===== src/rtl/f1_start_ctrl.sv =====
// F1-style start-light controller: eight-step light bar, random hold before lights-out,
// then a reaction timer stopped by the driver button. Early presses are flagged as jump starts.
module f1_start_ctrl #(
    parameter int TICK_DIV = 16,
    parameter int RT_W     = 16
) (
    input  logic            clk,
    input  logic            rst,
    input  logic            trigger,
    input  logic            btn,
    output logic [7:0]      lights,
    output logic            busy,
    output logic            react_valid,
    output logic [RT_W-1:0] react_time,
    output logic            jump_start
);
    localparam int DIV_W = $clog2(TICK_DIV);

    typedef enum logic [2:0] {IDLE, LIGHT, HOLD, TIMING, DONE, JUMP} state_t;

    state_t            state;
    logic [DIV_W-1:0]  div;
    logic [6:0]        lfsr;
    logic [7:0]        hold_cnt;
    logic [RT_W-1:0]   rcnt;
    logic              btn_q;
    logic              tick;
    logic              btn_edge;

    assign tick     = (div == DIV_W'(TICK_DIV - 1));
    assign btn_edge = btn & ~btn_q;

    always_ff @(posedge clk or posedge rst) begin
        if (rst) begin
            state       <= IDLE;
            div         <= '0;
            lfsr        <= 7'h01;
            hold_cnt    <= '0;
            rcnt        <= '0;
            btn_q       <= 1'b0;
            lights      <= '0;
            busy        <= 1'b0;
            react_valid <= 1'b0;
            react_time  <= '0;
            jump_start  <= 1'b0;
        end else begin
            btn_q       <= btn;
            lfsr        <= {lfsr[5:0], lfsr[6] ^ lfsr[5]};
            react_valid <= 1'b0;
            div         <= tick ? '0 : div + DIV_W'(1);
            case (state)
                IDLE, DONE, JUMP: begin
                    // Trigger wins over any coincident button edge here.
                    div <= '0;
                    if (trigger) begin
                        state      <= LIGHT;
                        lights     <= '0;
                        jump_start <= 1'b0;
                        busy       <= 1'b1;
                    end
                end
                LIGHT: begin
                    if (btn_edge) begin
                        state      <= JUMP;
                        lights     <= '0;
                        jump_start <= 1'b1;
                        busy       <= 1'b0;
                    end else if (tick) begin
                        lights <= {lights[6:0], 1'b1};
                        if (lights[6]) begin
                            state    <= HOLD;
                            div      <= '0;
                            hold_cnt <= {1'b0, lfsr} + 8'd1;
                        end
                    end
                end
                HOLD: begin
                    if (btn_edge) begin
                        state      <= JUMP;
                        lights     <= '0;
                        jump_start <= 1'b1;
                        busy       <= 1'b0;
                    end else if (tick) begin
                        if (hold_cnt == 8'd1) begin
                            state    <= TIMING;
                            lights   <= '0;
                            rcnt     <= '0;
                            div      <= '0;
                            hold_cnt <= '0;
                        end else begin
                            hold_cnt <= hold_cnt - 8'd1;
                        end
                    end
                end
                TIMING: begin
                    if (btn_edge) begin
                        state       <= DONE;
                        react_time  <= rcnt;
                        react_valid <= 1'b1;
                        busy        <= 1'b0;
                    end else if (~&rcnt) begin
                        rcnt <= rcnt + RT_W'(1);
                    end
                end
                default: begin
                    state  <= IDLE;
                    lights <= '0;
                    busy   <= 1'b0;
                end
            endcase
        end
    end
endmodule


===== config.mk =====
export PLATFORM = sky130hd
export DESIGN_NAME = f1_start_ctrl
export DESIGN_NICKNAME = d
export VERILOG_FILES = /design/src/rtl/f1_start_ctrl.sv
export SDC_FILE = /design/constraint.sdc
export NUM_CORES = 1
export LEC_CHECK = 0
export ABC_AREA = 1
export CAP_MARGIN = 20
export CORE_AREA = 2 2 89 91
export CTS_CLUSTER_DIAMETER = 50
export DETAILED_ROUTE_END_ITERATION = 16
export DIE_AREA = 0 0 91 93
export DONT_BUFFER_PORTS = 1
export PLACE_DENSITY = 0.66
export SLEW_MARGIN = 5
export SYNTH_ARGS = -nofsm -noshare
export SYNTH_HDL_FRONTEND = slang
export SYNTH_SLANG_ARGS = --single-unit

===== constraint.sdc =====
create_clock -name clk -period 2.55 [get_ports clk]
set_clock_uncertainty 0.15 [all_clocks]
set_input_delay 0.255 -clock clk [delete_from_list [all_inputs] [get_ports clk]]
set_output_delay 0.255 -clock clk [all_outputs]
set_load 0.02 [all_outputs]

==> flow_summary.yaml, run 1 <==
run_status:
  outcome: "completed"
floorplan:
  start_util_pct: 48.0
  fp.dieH_um: 93
  coreArea_um2: 7530
  ios: 31
  die_x_um: 91
  fp-row-count: 32
  die_area_um2: 8460
synthesis:
  ys_types: 37
  synth_compound_area_share_pct: 9.11
  netlist_instances: 437
  synth-simple-area-share_pct: 33.5
  syn_nets: 447
  synth-xor-area-share_pct: 2.67
  synth_area_um2: 3610
  ys.warnings.count: 0
  synth_seq_area_share_pct: 45.7
  synth_top_family_by_area: "simple AND/OR/NAND/NOR gates"
  synthMuxAreaShare_pct: 0
  ys_ff_latch: 66
  synth_fa_ha_area_share_pct: 2.08
  avgSynthCellArea_um2: 8.27
power_and_ir_drop:
  p_comb_share_pct: 24.8
  vdd.ir_drop.worst_mv: 0.435
  leakage_nw: 1.84
  switching_share_pct: 37.3
  cellPowerDensity_nw_per_um2: 791
  seq_power_share_pct: 44.1
  p_clk_share_pct: 31.1
  totalPowerFinal_w: 0.00309
  p_switching_w: 0.00115
  p_int_w: 0.00194
place:
  place_ws_ns: 0.565
  io_buffers: 0
  routabilityCongestion: 0.928
  hpwl_um: 5200
timing:
  min_period_ns: 1.99
  slew_violations: 0
  timing.final.crit_share_pct: 78.2
  worst_slew_pin_slew_ns: 0.495
  hold_ws_ns: 0.0322
  max_freq_ghz: 0.502
  rsz0062_at_grt: "no"
  hold_violations: 0
  worst_slack_ns: 0.557
  slew_headroom_pct: 67.0
  setup_violations: 0
  tns_ns: 0
drt:
  dr.pass1.iters: 4
  wl_per_cell_um: 13.1
  ant_nets: 0
  vias_per_cell: 5.13
  wirelength_um: 7200
  drc: 0
  via_count: 2826
  drt_iter0_drc: 99
layout:
  final_common_cell: "nand2_1"
  mostFrequentLayoutCells: "142 x nand2_1, 65 x dfrtp_1, 42 x nor2_1, 29 x nand3_1, 28 x inv_1"
  drive_above_1_share_pct: 16.3
  nets: 454
  final-seq-area_um2: 1650
  antenna_cells: 0
  multi_input_area_um2: 1710
  syn_to_final_growth_pct: 8.00
  n_fill_cell: 739
setup_path:
  path_cells: "inv_2 > nand2_2 > nor2_1 > nor2_2 > nand4_2 > nand2_1 > nand2_1"
  reg2reg_to: "lights[4]"
  cp-end-kind: "register"
  crit_buf_inv: 1
  rrSetupSlack_ns: 0.56
  worst-setup-path-type: "reg -> reg"
  crit_path_max_incr_delay_ns: 0.51
  crit_required_ns: 2.64
  path_common_cell: "nand2_1"
  crit_slowest_cell: "dfrtp_1"
  crit_path_start_kind: "register"
  r2r_cells: 7
  r2r_start: "state[1]"
  crit_family: "simple AND/OR/NAND/NOR gates"
  worstPathArrival_ns: 2.08
  worstPathMaxFanout: 12
clock_network:
  clock-sinks: 66
  cts_buffer_depth: 2
  cts_resized: 0
  clock-root-buffer: "clkbuf_8"
  clk_latency_ns: 0.34
  clk_pin_slew_ns: 0.08
  cts_tree: "yes"
  cts_buffers: 9
  htree_levels: 3
min_path:
  hold_end: "react_valid"
  min-delay-start: "btn"
  min_path_cells: 2
  hold_class: "in -> reg"
global_routing:
  gr-usage-all-layers_pct: 18.6
  grt_max_degree: 29
  overflow: 0
  grt_pass1_wl_um: 12700
  grt_pass1_vias: 2665
  antenna_found_initial: 0
job:
  drv_cap: 0
synth_stat cells (all sizes together):
library cell  instances  area share, %
xor2                  9            2.2
xnor2                 2           0.48
dfrtp                65             45
a31oi                 1           0.17
o21bai                1           0.21
dfstp                 1           0.73
nand2               151             17
a21oi                 5           0.80
nor3b                 1           0.21
nand3                31            4.8
nor3                  1           0.14
o22ai                 1           0.17
nor2                 56            8.1
buf                   9            2.8
ha                    6            2.1
inv                  38            4.1
nand4                16            2.9
o211ai                3           0.62
o21ai                38            7.1
nand3b                2           0.76
metal layers:
metal | up-vias | GRT usage, % | share of wire (%)
li1 | 1430 | - | -
met1 | 1342 | 26.9 | 50
met2 | 45 | 27.1 | 45
met3 | 9 | 4.59 | 4.4
met4 | 0 | 6.69 | 1.4
met5 | - | 0 | 0
layout make-up:
| class | count | area share, % |
|---|---|---|
| repair buffers | 5 | 1.15 |
| multi-input cells | 324 | 43.9 |
| clock buffers | 9 | 3.17 |
| inverters | 38 | 3.78 |
| flip-flops and latches | 66 | 42.4 |
| well taps | 102 | 3.27 |
| clock inverters | 7 | 2.40 |
sequential cells by signal, summed over array words and instances (netlist names):
| name | count |
|---|---|
| react_valid | 1 |
| hold_cnt | 8 |
| rcnt | 16 |
| busy | 1 |
| state | 3 |
| lfsr | 7 |
| jump_start | 1 |
| lights | 8 |
| react_time | 16 |
| div | 4 |
| btn_q | 1 |
stage by stage:
stage               cells  utilization [%]  area, um^2
floorplan             437                -        3610
global route          551             51.8        3900
detailed placement    532             48.6        3650
global placement      532             48.6        3650
finish                551             51.8        3900
CTS                   551             51.8        3900
worst register-to-register path: cells and delay by family, from the launching register on:
kind,cells,cell delay [ns]
buffers and inverters,1,0.14
flip-flops,1,0.51
AND/OR/NAND/NOR,6,1.11
power by group through the flow:
stage                     Sequential, W  Combinational, W  Clock, W
final                           0.00136          0.000766  0.000961
after floorplan                 0.00134          0.000688         0
after detailed placement        0.00138          0.000762         0
after CTS                       0.00136          0.000768  0.000987
after global routing            0.00138          0.000881   0.00103
after global placement          0.00138          0.000757         0
worst max-delay path by stage:
| stage | from | end | slack (ns) | cells after the start |
|---|---|---|---|---|
| global placement | state[1] | lights[7] | 0.63 | 7 |
| detailed placement | state[1] | lights[4] | 0.57 | 7 |
| finish | state[1] | lights[4] | 0.56 | 7 |
| CTS | state[1] | lights[4] | 0.56 | 7 |
| floorplan | rst | btn_q | 0.49 | 1 |
| global route | state[2] | lights[7] | 0.35 | 8 |
what timing repair did:
action	in CTS	in global routing
hold buffers	3	0
buffers inserted	0	0
hold endpoints to repair	23	0
cells by family after synthesis:
logic type / count (synthesis)
buffers and inverters: 47
xor gates and xnor gates: 11
and+or+nand+nor: 258
DFF: 66
AOI/OAI and AO/OA: 49
adders and majority gates: 6
No activity file was read; power rests on OpenSTA's default activity.
==> inputs of run 2 (changes only) <==
--- a/config.mk
+++ b/config.mk
@@ -12,7 +12,7 @@
 export DETAILED_ROUTE_END_ITERATION = 16
 export DIE_AREA = 0 0 91 93
 export DONT_BUFFER_PORTS = 1
-export PLACE_DENSITY = 0.66
+export PLACE_DENSITY = 0.69
 export SLEW_MARGIN = 5
 export SYNTH_ARGS = -nofsm -noshare
 export SYNTH_HDL_FRONTEND = slang
==> constraint.sdc (replaced) <==
create_clock -name clk -period 1.8 [get_ports clk]
set_clock_uncertainty 0.15 [all_clocks]
set_input_delay 0.18 -clock clk [delete_from_list [all_inputs] [get_ports clk]]
set_output_delay 0.18 -clock clk [all_outputs]
set_load 0.02 [all_outputs]
==> run 2 against run 1 <==
Net effect: cell count is 3.3% higher; routed wire length is 8.8% higher; sequential share of layout area is 2.1 points lower; combinational power is 76% higher; flip-flop and latch count stayed put; sequential power is 42% higher; final area is 5.2% higher; global-route usage is 1.0 points higher; critical endpoint is now hold_cnt[7].
==> flow_summary.yaml, run 2 (synthesized netlist as in run 1, its figures left out) <==
layout:
  nets: 472
  final_common_cell: "nand2_1"
  finalNonFillerCells: 569
  drive_above_1_share_pct: 21.0
  n_fill_cell: 711
  syn_to_final_growth_pct: 13.6
  reg.largest.list: "rcnt: 16 flops, react_time: 16 flops"
  mostFrequentLayoutCells: "141 x nand2_1, 64 x dfrtp_1, 39 x nor2_1, 29 x nand3_1, 27 x inv_1"
  antenna_cells: 0
power_and_ir_drop:
  p_switching_w: 0.00177
  p_comb_share_pct: 29.6
  p_int_w: 0.00280
  seq_power_share_pct: 42.1
  switching_share_pct: 38.7
  vdd.ir_drop.worst_mv: 0.755
  cellPowerDensity_nw_per_um2: 1110
  p_clk_share_pct: 28.3
  leakage_nw: 1.93
global_routing:
  antenna_found_initial: 0
  grt_pass1_vias: 2755
  grt_max_degree: 67
  overflow: 0
  gr-usage-all-layers_pct: 19.6
  grt_pass1_wl_um: 13200
place:
  hpwl_um: 5420
  dp.cells: 543
  routabilityCongestion: 0.865
  io_buffers: 0
setup_path:
  worstPathMaxFanout: 8
  crit_path_start_kind: "register"
  cp-end-kind: "register"
  worstPathArrival_ns: 1.83
  worst-setup-path-type: "reg -> reg"
  crit_required_ns: 1.93
floorplan:
  die_area_um2: 8460
  die_x_um: 91
  start_util_pct: 48.0
  fp.dieH_um: 93
  coreArea_um2: 7530
  ios: 31
  fp-row-count: 32
drt:
  wirelength_um: 7840
  via_count: 2923
  m1WireLength_um: 3780
  vias_per_cell: 5.14
  met3_length_um: 484
  dr.pass1.iters: 5
  highest_layer: "met4"
  drt_iter0_drc: 194
  met2_wirelength_um: 3450
  ant_nets: 0
  wl_per_cell_um: 13.8
  drc: 0
job:
  drv_cap: 0
timing:
  timing.final.crit_share_pct: 94.9
  worst_slew_pin_slew_ns: 0.350
  slew_violations: 0
  max_freq_ghz: 0.586
  slew_headroom_pct: 76.7
  hold_ws_ns: 0.0231
  min_period_ns: 1.71
  setup_violations: 0
  hold_violations: 0
min_path:
  hold_class: "in -> reg"
clock_network:
  clk_pin_slew_ns: 0.08
  htree_levels: 3
  cts_buffer_depth: 2
  clk_latency_ns: 0.35
  cts_tree: "yes"
  clock-root-buffer: "clkbuf_8"
  cts_buffers: 9
  clock-sinks: 66
run_status:
  outcome: "completed"
## run 2: routing by layer
layer / vias to the layer above / global-route usage (%)
li1: 1477 / -
met1: 1330 / 28.1
met2: 102 / 28.9
met3: 14 / 3.95
met4: 0 / 8.46
met5: - / 0
## run 2: critical path, cell delays in order (launching register included)
cell and delay [ns]:
dfrtp_1 0.39, inv_2 0.12, nand2_4 0.11, inv_2 0.08
nand2_1 0.08, nand2_2 0.10, nand2_1 0.13, nor2_4 0.21
buf_4 0.15, nor2_1 0.04, a21oi_2 0.09
## run 2: final timing paths
path / from / end / slack [ns] / depth (start not counted)
worst max-delay path: state[2] / hold_cnt[7] / 0.09 / 10
worst min-delay path: btn / busy / 0.02 / 3
min in group asynchronous: rst / lights[0] / 0.24 / 3
worst min register to register: lfsr[4] / lfsr[5] / 0.27 / 0
max in group asynchronous: rst / lfsr[0] / 0.94 / 3
worst max register to register: state[2] / hold_cnt[7] / 0.09 / 10
## run 2: layout make-up
| type | count | area (um^2) | share of cell area [%] |
|---|---|---|---|
| flip-flops and latches | 66 | 1650 | 40.3 |
| clock inverters | 6 | 65.1 | 1.58 |
| repair buffers | 22 | 198 | 4.82 |
| inverters | 38 | 151 | 3.69 |
| well taps | 102 | 128 | 3.11 |
| multi-input cells | 325 | 1770 | 43.2 |
| clock buffers | 10 | 138 | 3.35 |
## run 2: power groups by stage
stage / registers [W] / clock network [W] / logic (W)
final: 0.00193 / 0.00129 / 0.00135
after global routing: 0.00195 / 0.00139 / 0.00150
after CTS: 0.00191 / 0.00132 / 0.00126
after detailed placement: 0.00194 / 0 / 0.00121
after global placement: 0.00193 / 0 / 0.00119
after floorplan: 0.00190 / 0 / 0.000975
## run 2: what timing repair did
item                                    CTS  global route
endpoints found under the hold margin    69             0
endpoints found under the setup margin    3            30
hold buffers                              3             0
buffers inserted                          1             5
pin swaps                                 1             6
resized for setup                         1            13
gates cloned                              0             1
## run 2: per-stage QoR
step	instance area [um^2]	utilization [%]	setup slack (ns)	power, W	setup TNS, ns
2_1_floorplan	3620	-	0.175	0.00288	0
3_3_place_gp	3750	49.9	0.0375	0.00312	0
3_5_place_dp	3750	49.9	0.00404	0.00315	0
4_1_cts	4010	53.3	0.0359	0.00450	0
5_1_grt	4110	54.5	-0.0386	0.00484	-0.293
6_report	4110	54.5	0.0924	0.00457	0
==> inputs of run 3 (changes only) <==
--- a/config.mk
+++ b/config.mk
@@ -13,6 +13,7 @@
 export DIE_AREA = 0 0 91 93
 export DONT_BUFFER_PORTS = 1
 export PLACE_DENSITY = 0.69
+export SKIP_LAST_GASP = 1
 export SLEW_MARGIN = 5
 export SYNTH_ARGS = -nofsm -noshare
 export SYNTH_HDL_FRONTEND = slang
==> results of run 3 <==
No change in the layout: final DEF, timing and power equal those of run 2.
